`src/rtl/irq_pkg.sv`:
```
// Shared constants, register offsets and helpers for the interrupt controller.
package irq_pkg;
  localparam int NUM_SRC     = 32;
  localparam int NUM_GRP     = 8;
  localparam int SRC_PER_GRP = 4;

  localparam logic [3:0] OFS_PRI0 = 4'd0;
  localparam logic [3:0] OFS_PRI1 = 4'd1;
  localparam logic [3:0] OFS_ENA0 = 4'd2;
  localparam logic [3:0] OFS_ENA1 = 4'd3;
  localparam logic [3:0] OFS_ENA2 = 4'd4;
  localparam logic [3:0] OFS_ENA3 = 4'd5;
  localparam logic [3:0] OFS_ACT0 = 4'd6;
  localparam logic [3:0] OFS_ACT1 = 4'd7;
  localparam logic [3:0] OFS_ACT2 = 4'd8;
  localparam logic [3:0] OFS_ACT3 = 4'd9;
  localparam int         NUM_REGS = 10;

  typedef logic [1:0] prio_t;

  function automatic logic [2:0] grp_of(input logic [4:0] src);
    return src[4:2];
  endfunction
endpackage

```
`src/rtl/irq_controller_if.sv`:
```
// Peripheral bus bundle as seen by the interrupt controller.
interface irq_controller_if;
  logic        clk_ce_cpu;
  logic        bus_write;
  logic        bus_read;
  logic [23:0] bus_address_in;
  logic [7:0]  bus_data_in;
  logic [7:0]  bus_data_out;

  modport master (output clk_ce_cpu, bus_write, bus_read, bus_address_in, bus_data_in,
                  input  bus_data_out);
  modport slave  (input  clk_ce_cpu, bus_write, bus_read, bus_address_in, bus_data_in,
                  output bus_data_out);
endinterface

```
`src/rtl/irq_arbiter.sv`:
```
// Combinational arbiter: highest group priority wins, lowest source index breaks ties.
module irq_arbiter
  import irq_pkg::*;
(
  input  logic [NUM_SRC-1:0]     cand,
  input  logic [NUM_GRP-1:0][1:0] prio,
  output logic                   valid,
  output logic [4:0]             idx,
  output logic [1:0]             lvl
);
  logic [NUM_GRP-1:0] grp_hit;
  prio_t              max_lvl;
  logic [4:0]         idx_sel;

  generate
    for (genvar gi = 0; gi < NUM_GRP; gi++) begin : g_hit
      assign grp_hit[gi] = |cand[gi*SRC_PER_GRP +: SRC_PER_GRP];
    end
  endgenerate

  always_comb begin
    max_lvl = '0;
    for (int g = 0; g < NUM_GRP; g++) begin
      if (grp_hit[g] && (prio[g] > max_lvl)) max_lvl = prio[g];
    end
  end

  // Descending scan so the lowest matching index is the last one written.
  always_comb begin
    idx_sel = '0;
    for (int i = NUM_SRC - 1; i >= 0; i--) begin
      if (cand[i] && (prio[grp_of(5'(i))] == max_lvl)) idx_sel = 5'(i);
    end
  end

  assign valid = |cand;
  assign idx   = valid ? idx_sel : 5'd0;
  assign lvl   = valid ? max_lvl : 2'd0;
endmodule

```
`src/rtl/irq_controller.sv`:
```
// Pending/enable/priority registers, edge detect, bus decode and registered CPU request.
module irq_controller
  import irq_pkg::*;
#(
  parameter logic [23:0] IRQ_BASE = 24'h002020
) (
  input  logic                  clk,
  input  logic                  reset,
  irq_controller_if.slave       bus,
  input  logic [NUM_SRC-1:0]    irq_in,
  input  logic [1:0]            cpu_level,
  output logic                  irq_req,
  output logic [4:0]            irq_vector,
  output logic [1:0]            irq_level
);
  logic [NUM_SRC-1:0]      irq_prev_reg;
  logic [NUM_SRC-1:0]      act_reg;
  logic [NUM_SRC-1:0]      ena_reg;
  logic [15:0]             pri_reg;
  logic [NUM_GRP-1:0][1:0] prio;
  logic [NUM_SRC-1:0]      rise;
  logic [NUM_SRC-1:0]      act_clr;
  logic [NUM_SRC-1:0]      cand;
  logic [23:0]             ofs;
  logic [3:0]              ofs4;
  logic                    hit;
  logic                    we;
  logic                    arb_valid;
  logic [4:0]              arb_idx;
  logic [1:0]              arb_lvl;
  logic [7:0]              rd_data;
  logic                    unused_bus_read;

  assign unused_bus_read = bus.bus_read;

  assign ofs  = bus.bus_address_in - IRQ_BASE;
  assign ofs4 = ofs[3:0];
  assign hit  = (ofs < 24'(NUM_REGS));
  assign we   = bus.clk_ce_cpu & bus.bus_write & hit;
  assign rise = irq_in & ~irq_prev_reg;
  assign prio = pri_reg;

  generate
    for (genvar gi = 0; gi < 4; gi++) begin : g_byte
      assign act_clr[gi*8 +: 8] = (we && ofs4 == OFS_ACT0 + 4'(gi)) ? bus.bus_data_in : 8'h00;

      always_ff @(posedge clk or posedge reset) begin
        if (reset)
          ena_reg[gi*8 +: 8] <= 8'h00;
        else if (we && ofs4 == OFS_ENA0 + 4'(gi))
          ena_reg[gi*8 +: 8] <= bus.bus_data_in;
      end
    end

    for (genvar gi = 0; gi < 2; gi++) begin : g_pri
      always_ff @(posedge clk or posedge reset) begin
        if (reset)
          pri_reg[gi*8 +: 8] <= 8'h00;
        else if (we && ofs4 == OFS_PRI0 + 4'(gi))
          pri_reg[gi*8 +: 8] <= bus.bus_data_in;
      end
    end

    for (genvar gi = 0; gi < NUM_SRC; gi++) begin : g_cand
      assign cand[gi] = act_reg[gi] & ena_reg[gi] & (prio[gi/SRC_PER_GRP] > cpu_level);
    end
  endgenerate

  // A rise on the same cycle as a clear keeps the flag set.
  always_ff @(posedge clk or posedge reset) begin
    if (reset) begin
      irq_prev_reg <= '0;
      act_reg      <= '0;
    end else begin
      irq_prev_reg <= irq_in;
      act_reg      <= (act_reg & ~act_clr) | rise;
    end
  end

  irq_arbiter u_arb (
    .cand  (cand),
    .prio  (prio),
    .valid (arb_valid),
    .idx   (arb_idx),
    .lvl   (arb_lvl)
  );

  always_ff @(posedge clk or posedge reset) begin
    if (reset) begin
      irq_req    <= 1'b0;
      irq_vector <= 5'd0;
      irq_level  <= 2'd0;
    end else begin
      irq_req    <= arb_valid;
      irq_vector <= arb_idx;
      irq_level  <= arb_lvl;
    end
  end

  always_comb begin
    rd_data = 8'h00;
    if (hit) begin
      case (ofs4)
        OFS_PRI0: rd_data = pri_reg[7:0];
        OFS_PRI1: rd_data = pri_reg[15:8];
        OFS_ENA0: rd_data = ena_reg[7:0];
        OFS_ENA1: rd_data = ena_reg[15:8];
        OFS_ENA2: rd_data = ena_reg[23:16];
        OFS_ENA3: rd_data = ena_reg[31:24];
        OFS_ACT0: rd_data = act_reg[7:0];
        OFS_ACT1: rd_data = act_reg[15:8];
        OFS_ACT2: rd_data = act_reg[23:16];
        OFS_ACT3: rd_data = act_reg[31:24];
        default:  rd_data = 8'h00;
      endcase
    end
  end

  assign bus.bus_data_out = rd_data;
endmodule
```
`src/flat_wrapper.sv`:
```
// flat-port wrapper written by rule: the top's interface ports become plain ports
module irq_controller_flat import irq_pkg::*;
#(
  parameter logic [23:0] IRQ_BASE = 24'h002020
)
  (clk, reset, irq_in, cpu_level, irq_req, irq_vector, irq_level, bus_clk_ce_cpu, bus_bus_write, bus_bus_read, bus_bus_address_in, bus_bus_data_in, bus_bus_data_out);
  irq_controller_if bus_i ();
  input  logic clk;
  input  logic reset;
  input  logic [NUM_SRC-1:0] irq_in;
  input  logic [1:0] cpu_level;
  output logic irq_req;
  output logic [4:0] irq_vector;
  output logic [1:0] irq_level;
  input wire logic [$bits(bus_i.clk_ce_cpu)-1:0] bus_clk_ce_cpu;
  input wire logic [$bits(bus_i.bus_write)-1:0] bus_bus_write;
  input wire logic [$bits(bus_i.bus_read)-1:0] bus_bus_read;
  input wire logic [$bits(bus_i.bus_address_in)-1:0] bus_bus_address_in;
  input wire logic [$bits(bus_i.bus_data_in)-1:0] bus_bus_data_in;
  output wire logic [$bits(bus_i.bus_data_out)-1:0] bus_bus_data_out;
  assign bus_i.clk_ce_cpu = bus_clk_ce_cpu;
  assign bus_i.bus_write = bus_bus_write;
  assign bus_i.bus_read = bus_bus_read;
  assign bus_i.bus_address_in = bus_bus_address_in;
  assign bus_i.bus_data_in = bus_bus_data_in;
  assign bus_bus_data_out = bus_i.bus_data_out;
  irq_controller #(.IRQ_BASE(IRQ_BASE)) u_core (.clk(clk), .reset(reset), .bus(bus_i), .irq_in(irq_in), .cpu_level(cpu_level), .irq_req(irq_req), .irq_vector(irq_vector), .irq_level(irq_level));
endmodule
```
`config.mk`:
```
export PLATFORM = sky130hd
export DESIGN_NAME = irq_controller_flat
export DESIGN_NICKNAME = d
export VERILOG_FILES = /design/src/rtl/irq_pkg.sv /design/src/rtl/irq_controller_if.sv /design/src/rtl/irq_arbiter.sv /design/src/rtl/irq_controller.sv /design/src/flat_wrapper.sv
export SDC_FILE = /design/constraint.sdc
export NUM_CORES = 1
export LEC_CHECK = 0
export BUFFER_PORTS_ARGS = -buffer_cell sky130_fd_sc_hd__buf_4
export CAP_MARGIN = 15
export CORE_MARGIN = 8
export CORE_UTILIZATION = 64
export CTS_CLUSTER_DIAMETER = 40
export CTS_CLUSTER_SIZE = 25
export DETAILED_ROUTE_END_ITERATION = 10
export PLACE_DENSITY = 0.87
export SLEW_MARGIN = 20
export SYNTH_ARGS = -nofsm -noshare
export SYNTH_HDL_FRONTEND = slang
export SYNTH_SLANG_ARGS = --single-unit
```
`constraint.sdc`:
```
create_clock -name clk -period 24.4 [get_ports clk]
set_input_delay 3.66 -clock clk [delete_from_list [all_inputs] [get_ports clk]]
set_output_delay 3.66 -clock clk [all_outputs]
set_load 0.05 [all_outputs]
```
## Word-level counts from Yosys, hierarchy flattened

Cells that the tools add are included.

- Bits of input ports: 71
- Register bits: 120
- Word-level logic and storage cells: 225
- Output and inout bits: 16

- Equal/unequal tests: 17
- Bitwise gates (word level): 71
- Reduce and logical (&&, ||, !) cells: 60
- $add $sub $neg: 1
- Multiplexer cells: 48
- $lt $le $gt $ge: 17

Operators by type and width:

| kind | count |
|---|---|
| $mux 5 | 33 |
| $pmux 8 s10 | 1 |
| $and 1x1->1 | 66 |
| $and 32x32->32 | 2 |
| $not 32->32 | 2 |
| $logic_and 1x1->1 | 50 |
| $mux 8 | 5 |
| $or 32x32->32 | 1 |
| $reduce_or 32->1 | 1 |
| $reduce_or 4->1 | 8 |
| $gt 2x2->1 | 15 |
| $lt 24x4->1 const B | 1 |
| $sub 24x14->24 const B | 1 |
| $mux 2 | 9 |
| $eq 2x2->1 | 8 |
| $eq 4x3->1 const B | 4 |
| $eq 4x2->1 const B | 2 |
| $eq 4x4->1 const B | 2 |
| $eq 4x1->1 const B | 1 |
| $logic_not 4->1 | 1 |
| $gt 2x1->1 const B | 1 |

## Logic depth before layout (Yosys ltp)

Gate-level depths: netlist of the first run.

- Depth after elaboration: 61
- Depth in mapped cells: 55
- Depth with buffers taken out: 54

## Hierarchy

From an unflattened synthesis of the first run, not the netlist that was laid out.

- Cells, all modules: 862
- Area, all modules: 7793.7 sq um

Modules (own cells, without submodules):

| module | seq. area each (sq um) | cells an instance | area an instance (sq um) | times used |
|---|---|---|---|---|
| irq_controller | 3002.9 | 625 | 6259.8 | 1 |
| irq_arbiter | 0.0 | 237 | 1534.0 | 1 |

## Worst setup path after synthesis of the first run

No wires, ideal clock.

- Path kind: input to register
- From: input port cpu_level[1]
- To: register u_core.irq_vector[0]
- Buffers on the path: 1
- Setup time: 125 ps
- Data arrival time: 13516 ps
- Required time: 24275 ps
- Path slack: 10759 ps
- Cell stages on the path: 52
- Cells stage by stage: inv_1 ha_1 a222oi_1 nand2_1 ha_1 nor2b_1 o21ai_2 or3_2 and2_0 inv_1 ha_1 nor4_1 o2111ai_1 a22oi_1 ha_1 nor2_1 o2111ai_1 a21oi_1 (+16 left out) a21oi_1 a21oi_1 and2_1 clkbuf_1 or3_1 nand2_1 ha_1 a21oi_1 a211oi_1 and2_1 a31oi_4 xnor2_1 or3_2 mux2i_2 a221oi_1 a211oi_1 o21a_1 a21oi_1

- Word-level cells in the longest chain between the ends: 61
- Elaborated cells between the ends (all ways): 145
- Classes of those cells: 15 x order compare; 8 x eq/ne; 41 x mux; 32 x bitwise; 49 x reduce/logical

RTL lines:

| element | line | text |
|---|---|---|
| from (decl) | flat_wrapper.sv:11 | `input logic [1:0] cpu_level;` |
| $gt 2x2->1 | irq_controller.sv:65 | `assign cand[gi] = act_reg[gi] & ena_reg[gi] & (prio[gi/SRC_PER_GRP] > cpu_level);` |
| $and 1x1->1 | irq_controller.sv:65 |  |
| $reduce_or 4->1 | irq_arbiter.sv:17 | `assign grp_hit[gi] = \|cand[gi*SRC_PER_GRP +: SRC_PER_GRP];` |
| $logic_and 1x1->1 | irq_arbiter.sv:24 | `if (grp_hit[g] && (prio[g] > max_lvl)) max_lvl = prio[g];` |
| $mux 2 | irq_arbiter.sv:24 |  |
| $gt 2x2->1 | irq_arbiter.sv:24 |  |
| $logic_and 1x1->1 | irq_arbiter.sv:24 |  |
| $mux 2 | irq_arbiter.sv:24 |  |
| (+15 left out) | - |  |
| $gt 2x2->1 | irq_arbiter.sv:24 |  |
| $logic_and 1x1->1 | irq_arbiter.sv:24 |  |
| $mux 2 | irq_arbiter.sv:24 |  |
| $eq 2x2->1 | irq_arbiter.sv:32 | `if (cand[i] && (prio[grp_of(5'(i))] == max_lvl)) idx_sel = 5'(i);` |
| $logic_and 1x1->1 | irq_arbiter.sv:32 |  |
| $mux 5 (32 in series) | irq_arbiter.sv:32 |  |
| $mux 5 * | irq_arbiter.sv:37 | `assign idx = valid ? idx_sel : 5'd0;` |
| via u_core.arb_idx[0] | irq_controller.sv:29 | `logic [4:0] arb_idx;` |
| to (signal assigned) | irq_controller.sv:95 | `irq_vector <= arb_idx;` |
| to (decl) | irq_controller.sv:13 | `output logic [4:0] irq_vector,` |

The timed path passes the listed nets; every way through them passes the cells marked *.
A chain may end at the register's enable or synchronous reset.

## Worst setup path after layout of the first run

Same ends and word-level chain as after synthesis.

==> results of run 1 <==
-- power by group through the flow --
stage / Sequential [uW] / Combinational (uW) / Clock (uW)
2_1_floorplan: 206 / 18.2 / 0
3_3_place_gp: 206 / 33.3 / 0
3_5_place_dp: 206 / 34.6 / 0
4_1_cts: 203 / 34.9 / 263
5_1_grt: 203 / 38.2 / 271
6_report: 203 / 35.3 / 263
-- worst reg2reg max path, delay by kind of cell, from the launching register on --
| family | cells | cell delay [ns] |
|---|---|---|
| and+or+nand+nor | 17 | 4.23 |
| AOI/OAI and AO/OA | 20 | 4.15 |
| adders and majority gates | 8 | 2.16 |
| DFF | 1 | 0.54 |
| muxes | 1 | 0.43 |
| buffers and inverters | 3 | 0.17 |
| xor gates and xnor gates | 1 | 0.17 |
-- placed cells by master, fill, tap and decap left out, drive strengths merged, types with 6 or more instances in the layout --
master / synthesis / routed
dfrtp: 120 / 120
nand2: 109 / 109
buf: 5 / 87
inv: 56 / 57
mux2: 53 / 53
nor2: 47 / 47
a22o: 40 / 40
ha: 27 / 27
clkbuf: 24 / 22
nor3: 19 / 19
a21oi: 19 / 19
o21ai: 19 / 19
a22oi: 18 / 18
mux2i: 15 / 15
nand3: 15 / 15
xnor2: 14 / 14
nor2b: 12 / 12
and2: 11 / 11
a211oi: 10 / 10
or3: 9 / 9
a31oi: 8 / 8
nand2b: 7 / 7
o2111ai: 7 / 7
a32oi: 7 / 7
a221oi: 7 / 7
a2111oi: 6 / 6
or4: 6 / 6
-- how the worst max path moves through the flow --
stage,from,slack (ns),cells after the start,to
finish,cpu_level[1],9.31,52,u_core.irq_vector[0]$_DFF_PP0_
global route,cpu_level[1],8.57,52,u_core.irq_vector[0]$_DFF_PP0_
global placement,cpu_level[1],9.49,52,u_core.irq_vector[0]$_DFF_PP0_
detailed placement,cpu_level[1],9.11,52,u_core.irq_vector[0]$_DFF_PP0_
floorplan,cpu_level[1],10.76,52,u_core.irq_vector[0]$_DFF_PP0_
CTS,cpu_level[1],9.50,52,u_core.irq_vector[0]$_DFF_PP0_
-- synth_stat cells, types with 3 or more instances --
master                      instances  share of area
sky130_fd_sc_hd__mux2_2            53          0.081
sky130_fd_sc_hd__nor2_1            47          0.024
sky130_fd_sc_hd__buf_1              3         0.0015
sky130_fd_sc_hd__nand3_1           14         0.0095
sky130_fd_sc_hd__nand4_1            5         0.0042
sky130_fd_sc_hd__o2111ai_1          7         0.0083
sky130_fd_sc_hd__clkbuf_1          24          0.012
sky130_fd_sc_hd__mux4_2             3         0.0092
sky130_fd_sc_hd__a22oi_1           15          0.015
sky130_fd_sc_hd__a221oi_1           6         0.0071
sky130_fd_sc_hd__a22o_1            37          0.044
sky130_fd_sc_hd__nand2b_1           7         0.0059
sky130_fd_sc_hd__a32oi_1            7         0.0083
sky130_fd_sc_hd__a32o_1             4         0.0054
sky130_fd_sc_hd__inv_1             56          0.029
sky130_fd_sc_hd__ha_1              27          0.046
sky130_fd_sc_hd__nand2_1          109          0.056
sky130_fd_sc_hd__a2111oi_0          6         0.0071
sky130_fd_sc_hd__o21a_1             5         0.0051
sky130_fd_sc_hd__a22oi_2            3         0.0051
sky130_fd_sc_hd__and2_1            10         0.0085
sky130_fd_sc_hd__nor4_1             5         0.0042
sky130_fd_sc_hd__mux2i_1           14          0.019
sky130_fd_sc_hd__a21oi_1           19          0.013
sky130_fd_sc_hd__o21ai_0           16          0.011
sky130_fd_sc_hd__xnor2_1           12          0.014
sky130_fd_sc_hd__dfrtp_1          120           0.41
sky130_fd_sc_hd__or3_2              3         0.0031
sky130_fd_sc_hd__a31oi_1            7         0.0059
sky130_fd_sc_hd__nor2b_1           12          0.010
sky130_fd_sc_hd__nor3_1            19          0.013
sky130_fd_sc_hd__a21o_1             3         0.0031
sky130_fd_sc_hd__a211oi_1          10          0.010
sky130_fd_sc_hd__and3_1             4         0.0034
sky130_fd_sc_hd__or4_1              4         0.0041
sky130_fd_sc_hd__or3_1              6         0.0051
-- per-stage QoR --
step                      cell area [um^2]   util  hold WS, ns
after floorplan                       7370      -        0.482
after global placement                8080  0.714        0.513
after detailed placement              8080  0.714        0.532
after CTS                             8700  0.768        0.541
after global routing                  8700  0.768        0.562
final                                 8700  0.768        0.540
-- per-layer routing --
metal  wire length, um  global-route usage
met1              9000               0.406
met2             11300               0.504
met3              2300              0.0758
met4               960               0.163
met5                 0                   0
-- layout make-up --
| type | instances | area, um^2 |
|---|---|---|
| inverters | 56 | 213 |
| repair buffers | 87 | 653 |
| multi-input cells | 555 | 4030 |
| flip-flops and latches | 120 | 3000 |
| well taps | 143 | 179 |
| clock inverters | 10 | 143 |
| clock buffers | 22 | 474 |
| fillers | 755 | 2620 |
-- kinds of logic after synthesis --
logic type | count (synthesis) | synth area share
AND/OR/NAND/NOR | 256 | 0.163
multiplexers | 71 | 0.111
AO/OA/AOI/OAI | 186 | 0.206
adder cells (fa/ha/maj) | 27 | 0.0459
flip-flops | 120 | 0.408
buffers and inverters | 85 | 0.0448
XOR/XNOR | 15 | 0.0214
==> flow_summary.ini, run 1 <==
[outcome]
outcome = finished, final reports clean

[worst_hold_path]
worst_hold_path.endpoint = u_core.ena_reg[9]$_DFFE_PP0P_
whs_path_depth = 1
hold_path.class = reg2reg
worst_hold_launch = u_core.ena_reg[9]$_DFFE_PP0P_

[logic_synthesis]
postSynthCellCount = 760
synthArstFlopShare = 1.00
synth_edf_count = 0
ys_seq_elements = 120
sequential_to_total_area_share_from_yosys_stat = 0.408
post_synth_top_flop = sky130_fd_sc_hd__dfrtp_1
syn-num-nets = 858
post_synthesis_mean_instance_area_um2 = 9.69
synth_cell_type_count = 80
netlist_area_um2 = 7370
synth.yosys.warnings = 0

[routing]
drt-vias-per-instance = 6.83
drt_iter0_drc = 780
remaining_drc_errors = 0
postRouteWirelength_um = 23600
first_pass_iters = 5
dr_total_vias = 6785
post_detailed_route_count_of_antenna_violating_nets = 0
post_detailed_route_wirelength_per_cell_um = 23.8

[critical_path]
critical_path_class = in2reg
rr_endpoint = u_core.irq_vector[0]$_DFF_PP0_
worst_path_most_repeated_cell = sky130_fd_sc_hd__ha_1
cp-start-kind = input pin
cp_slowest_stage_delay_ns = 0.69
timing.critical_path.buf_inv = 5
path_max_fanout = 9
worst_path_required_time_ns = 24.69
r2r_cells = 50
endpoint_kind = flip-flop
crit-reg2reg-launch = u_core.pri_reg[1]$_DFFE_PP0P_
timing.critical_path.max_delay_family = simple AND/OR/NAND/NOR gates
critPathSlowestCell = sky130_fd_sc_hd__or4_2
timing.critical_path.arrival_ns = 15.38
regToRegSetupSlack_ns = 12.40

[power_and_ir_drop]
pwr_density_cell_nw_per_um2 = 57.6
max-vdd-ir-drop_v = 0.0000782
power.share.clock = 0.525
total_leakage_power_uw = 0.00397
netSwitchingFraction = 0.232
fin_total_pwr_uw = 501
comb_power_share = 0.071
switchingPower_uw = 116
internal-power_uw = 385
sequentialPowerShare = 0.405

[floorplanning]
dieWidth_um = 123
total_i_o_pin_count = 87
die_h_um = 123
row_count = 39
design.die.area_um2 = 15200
start_util = 0.651
fp.coreArea_um2 = 11300

[clocking]
maximum_number_of_buffers_from_clock_root_to_sink = 2
postCtsHoldBufs = 0
worst_skew_pair.late_latency_ns = 0.42
cts_buffers = 17
ctsResizeCount = 0
cts_root_buffer = sky130_fd_sc_hd__clkbuf_16
path_clk_slew_ns = 0.05
tritoncts = built
post-cts-setup-buffers = 0
cts.htree.levels = 4
tritoncts_num_sinks = 120

[job]
cap_viol_max_count = 0

[global_routing]
grt_remaining_overflow = 0
wire_length_of_the_first_global_routing_pass_um = 36500
grtUsageTotal = 0.320
vias_in_the_first_global_route = 6671
grt_start_max_net_pins = 62
initial_antenna_violation_count = 0

[place]
gpl.final_weighted_congestion = 0.968
dp_slack_ns = 9.11
dpl.hpwl_um = 17000
numPlacedInstances = 961
portBuffers = 85

[timing]
totalNegativeSetupSlack_ns = 0
finalMaxSlewViolations = 0
post-route-period-util = 0.618
timing.final.ws_setup_ns = 9.31
timing.final.crit_period_ns = 15.09
worst_clock_skew_ns = 0.00573
slew_worst_pin_ns = 1.03
finalHoldViolations = 0
max_freq_mhz = 66.3
finalSetupViolCount = 0
setup_repair_after_global_routing_missed_its_margin = no
timing.max_slew.rel_slack = 0.311

[cells_and_area]
final_nets = 935
antenna_diode_count = 0
layout-drive-gt1-share = 0.238
syn2layout_area_growth_pct = 18.1
final_cell_count_no_fill = 993
Note: power is estimated with default switching activity, not from simulation.
==> inputs of run 2 (changes only) <==
- CORE_UTILIZATION: 64 -> 54
- PLACE_DENSITY: 0.87 -> 0.79
- clock period: 24.4 -> 13.4 ns (I/O delays scaled with it)
==> run 2 against run 1 <==
Clock power is 69% higher; hold slack better by 0.0017 ns; final cell count is 3.9% higher; global-route usage is 5.2 points lower; setup slack worse by 8.7 ns; count of clock-buffer cells in the layout stayed put.
==> flow_summary.ini, run 2 (synthesis results as in run 1) <==
[outcome]
outcome = finished, final reports clean

[timing]
post-route-period-util = 0.951
timing.final.crit_period_ns = 12.74
worst_clock_skew_ns = 0.00367
max_freq_mhz = 78.5
finalSetupViolCount = 0
setup_repair_after_global_routing_missed_its_margin = no
finalHoldViolations = 0
slew_worst_pin_ns = 1.17
holdWs_ns = 0.541
finalMaxSlewViolations = 0
totalNegativeSetupSlack_ns = 0
timing.final.ws_setup_ns = 0.657
timing.max_slew.rel_slack = 0.212

[cells_and_area]
layout.filler_cells = 1110
mostFrequentLayoutCells = sky130_fd_sc_hd__dfrtp_1, sky130_fd_sc_hd__nand2_1, sky130_fd_sc_hd__buf_4
layout.cells.most_common = sky130_fd_sc_hd__dfrtp_1
syn2layout_area_growth_pct = 19.0
layout-drive-gt1-share = 0.246
antenna_diode_count = 0
final_nets = 943

[clocking]
maximum_number_of_buffers_from_clock_root_to_sink = 2
cts_buffers = 17
tritoncts = built
tritoncts_num_sinks = 120
cts_root_buffer = sky130_fd_sc_hd__clkbuf_16
cts.htree.levels = 4
postCtsHoldBufs = 0
path_clk_slew_ns = 0.05
worst_skew_pair.late_latency_ns = 0.42

[power_and_ir_drop]
total_leakage_power_uw = 0.00398
pwr_density_cell_nw_per_um2 = 100
max-vdd-ir-drop_v = 0.000114

[critical_path]
endpoint_kind = flip-flop
worst_path_required_time_ns = 13.73
startpoint = cpu_level[0]
critical_path_class = in2reg
path_max_fanout = 9
timing.critical_path.arrival_ns = 13.07
crit-reg2reg-launch = u_core.pri_reg[0]$_DFFE_PP0P_
cp-start-kind = input pin
cp_slowest_stage_delay_ns = 0.47
worst_path_most_repeated_cell = sky130_fd_sc_hd__ha_1
critPathSlowestCell = sky130_fd_sc_hd__or3_1

[global_routing]
initial_antenna_violation_count = 0
grt_remaining_overflow = 0
grtUsageTotal = 0.268
vias_in_the_first_global_route = 6800
wire_length_of_the_first_global_routing_pass_um = 37300
grt_start_max_net_pins = 62

[floorplanning]
dieWidth_um = 133
die_h_um = 133
total_i_o_pin_count = 87
start_util = 0.554
fp.coreArea_um2 = 13300
design.die.area_um2 = 17600
row_count = 42

[worst_hold_path]
hold_path.class = reg2reg
worst_hold_launch = u_core.ena_reg[11]$_DFFE_PP0P_

[routing]
post_detailed_route_wirelength_per_cell_um = 22.7
remaining_drc_errors = 0
drt_iter0_drc = 609
first_pass_iters = 6
post_detailed_route_count_of_antenna_violating_nets = 0
dr_total_vias = 6735
postRouteWirelength_um = 23400
drt-vias-per-instance = 6.53

[place]
dpl.hpwl_um = 17300
portBuffers = 85
gpl.final_weighted_congestion = 0.986
dp_slack_ns = 0.0749

[job]
cap_viol_max_count = 0
-- run 2: area by class of cell --
cell class / instances / area (um^2) / area share
Multi-Input combinational cell: 555 / 4050 / 0.462
Sequential cell: 120 / 3000 / 0.342
Timing Repair Buffer: 95 / 713 / 0.0813
Clock buffer: 22 / 474 / 0.0541
Tap cell: 176 / 220 / 0.0251
Inverter: 56 / 213 / 0.0243
Clock inverter: 8 / 97.6 / 0.0111
-- run 2: stage by stage --
stage / area (um^2) / std cells / util / power [uW]
after CTS: 8750 / 1031 / 0.658 / 881
after floorplan: 7370 / 760 / - / 408
after detailed placement: 8180 / 1001 / 0.615 / 439
after global routing: 8770 / 1032 / 0.660 / 904
after global placement: 8180 / 1001 / 0.615 / 436
final: 8770 / 1032 / 0.660 / 878
-- run 2: what timing repair did --
| item | CTS | global route |
|---|---|---|
| setup buffers | 0 | 1 |
| gates resized for setup | 0 | 4 |
| setup endpoints to repair | 0 | 5 |
-- run 2: power by group --
group	switching, uW	total [uW]	internal [uW]	leakage, uW
clock network	160	444	285	0.000274
registers	1.31	369	368	0.00144
logic	39.2	64.7	25.5	0.00228
-- run 2: final timing paths --
| kind | endpoint | slack (ns) | cells after the start |
|---|---|---|---|
| min reg2reg | u_core.ena_reg[11]$_DFFE_PP0P_ | 0.54 | 1 |
| max reg2reg | u_core.irq_vector[0]$_DFF_PP0_ | 1.92 | 52 |
| max | u_core.irq_vector[0]$_DFF_PP0_ | 0.66 | 52 |
| max in group asynchronous | u_core.irq_level[0]$_DFF_PP0_ | 10.44 | 3 |
| min | u_core.ena_reg[11]$_DFFE_PP0P_ | 0.54 | 1 |
| min in group asynchronous | u_core.act_reg[15]$_DFF_PP0_ | 1.72 | 2 |
-- run 2: critical path: cells and delay by family --
family | cells | cell delay (ns)
AND/OR/NAND/NOR | 17 | 3.36
XOR/XNOR | 1 | 0.10
buffers and inverters | 6 | 0.73
adder cells (fa/ha/maj) | 8 | 2.12
AO/OA/AOI/OAI | 20 | 4.74
-- run 2: routing by layer --
layer	vias up	GRT usage	wire, um
li1	2980	-	-
met1	3311	0.335	9300
met2	370	0.428	11200
met3	74	0.0712	2140
met4	0	0.119	761
met5	-	0	0
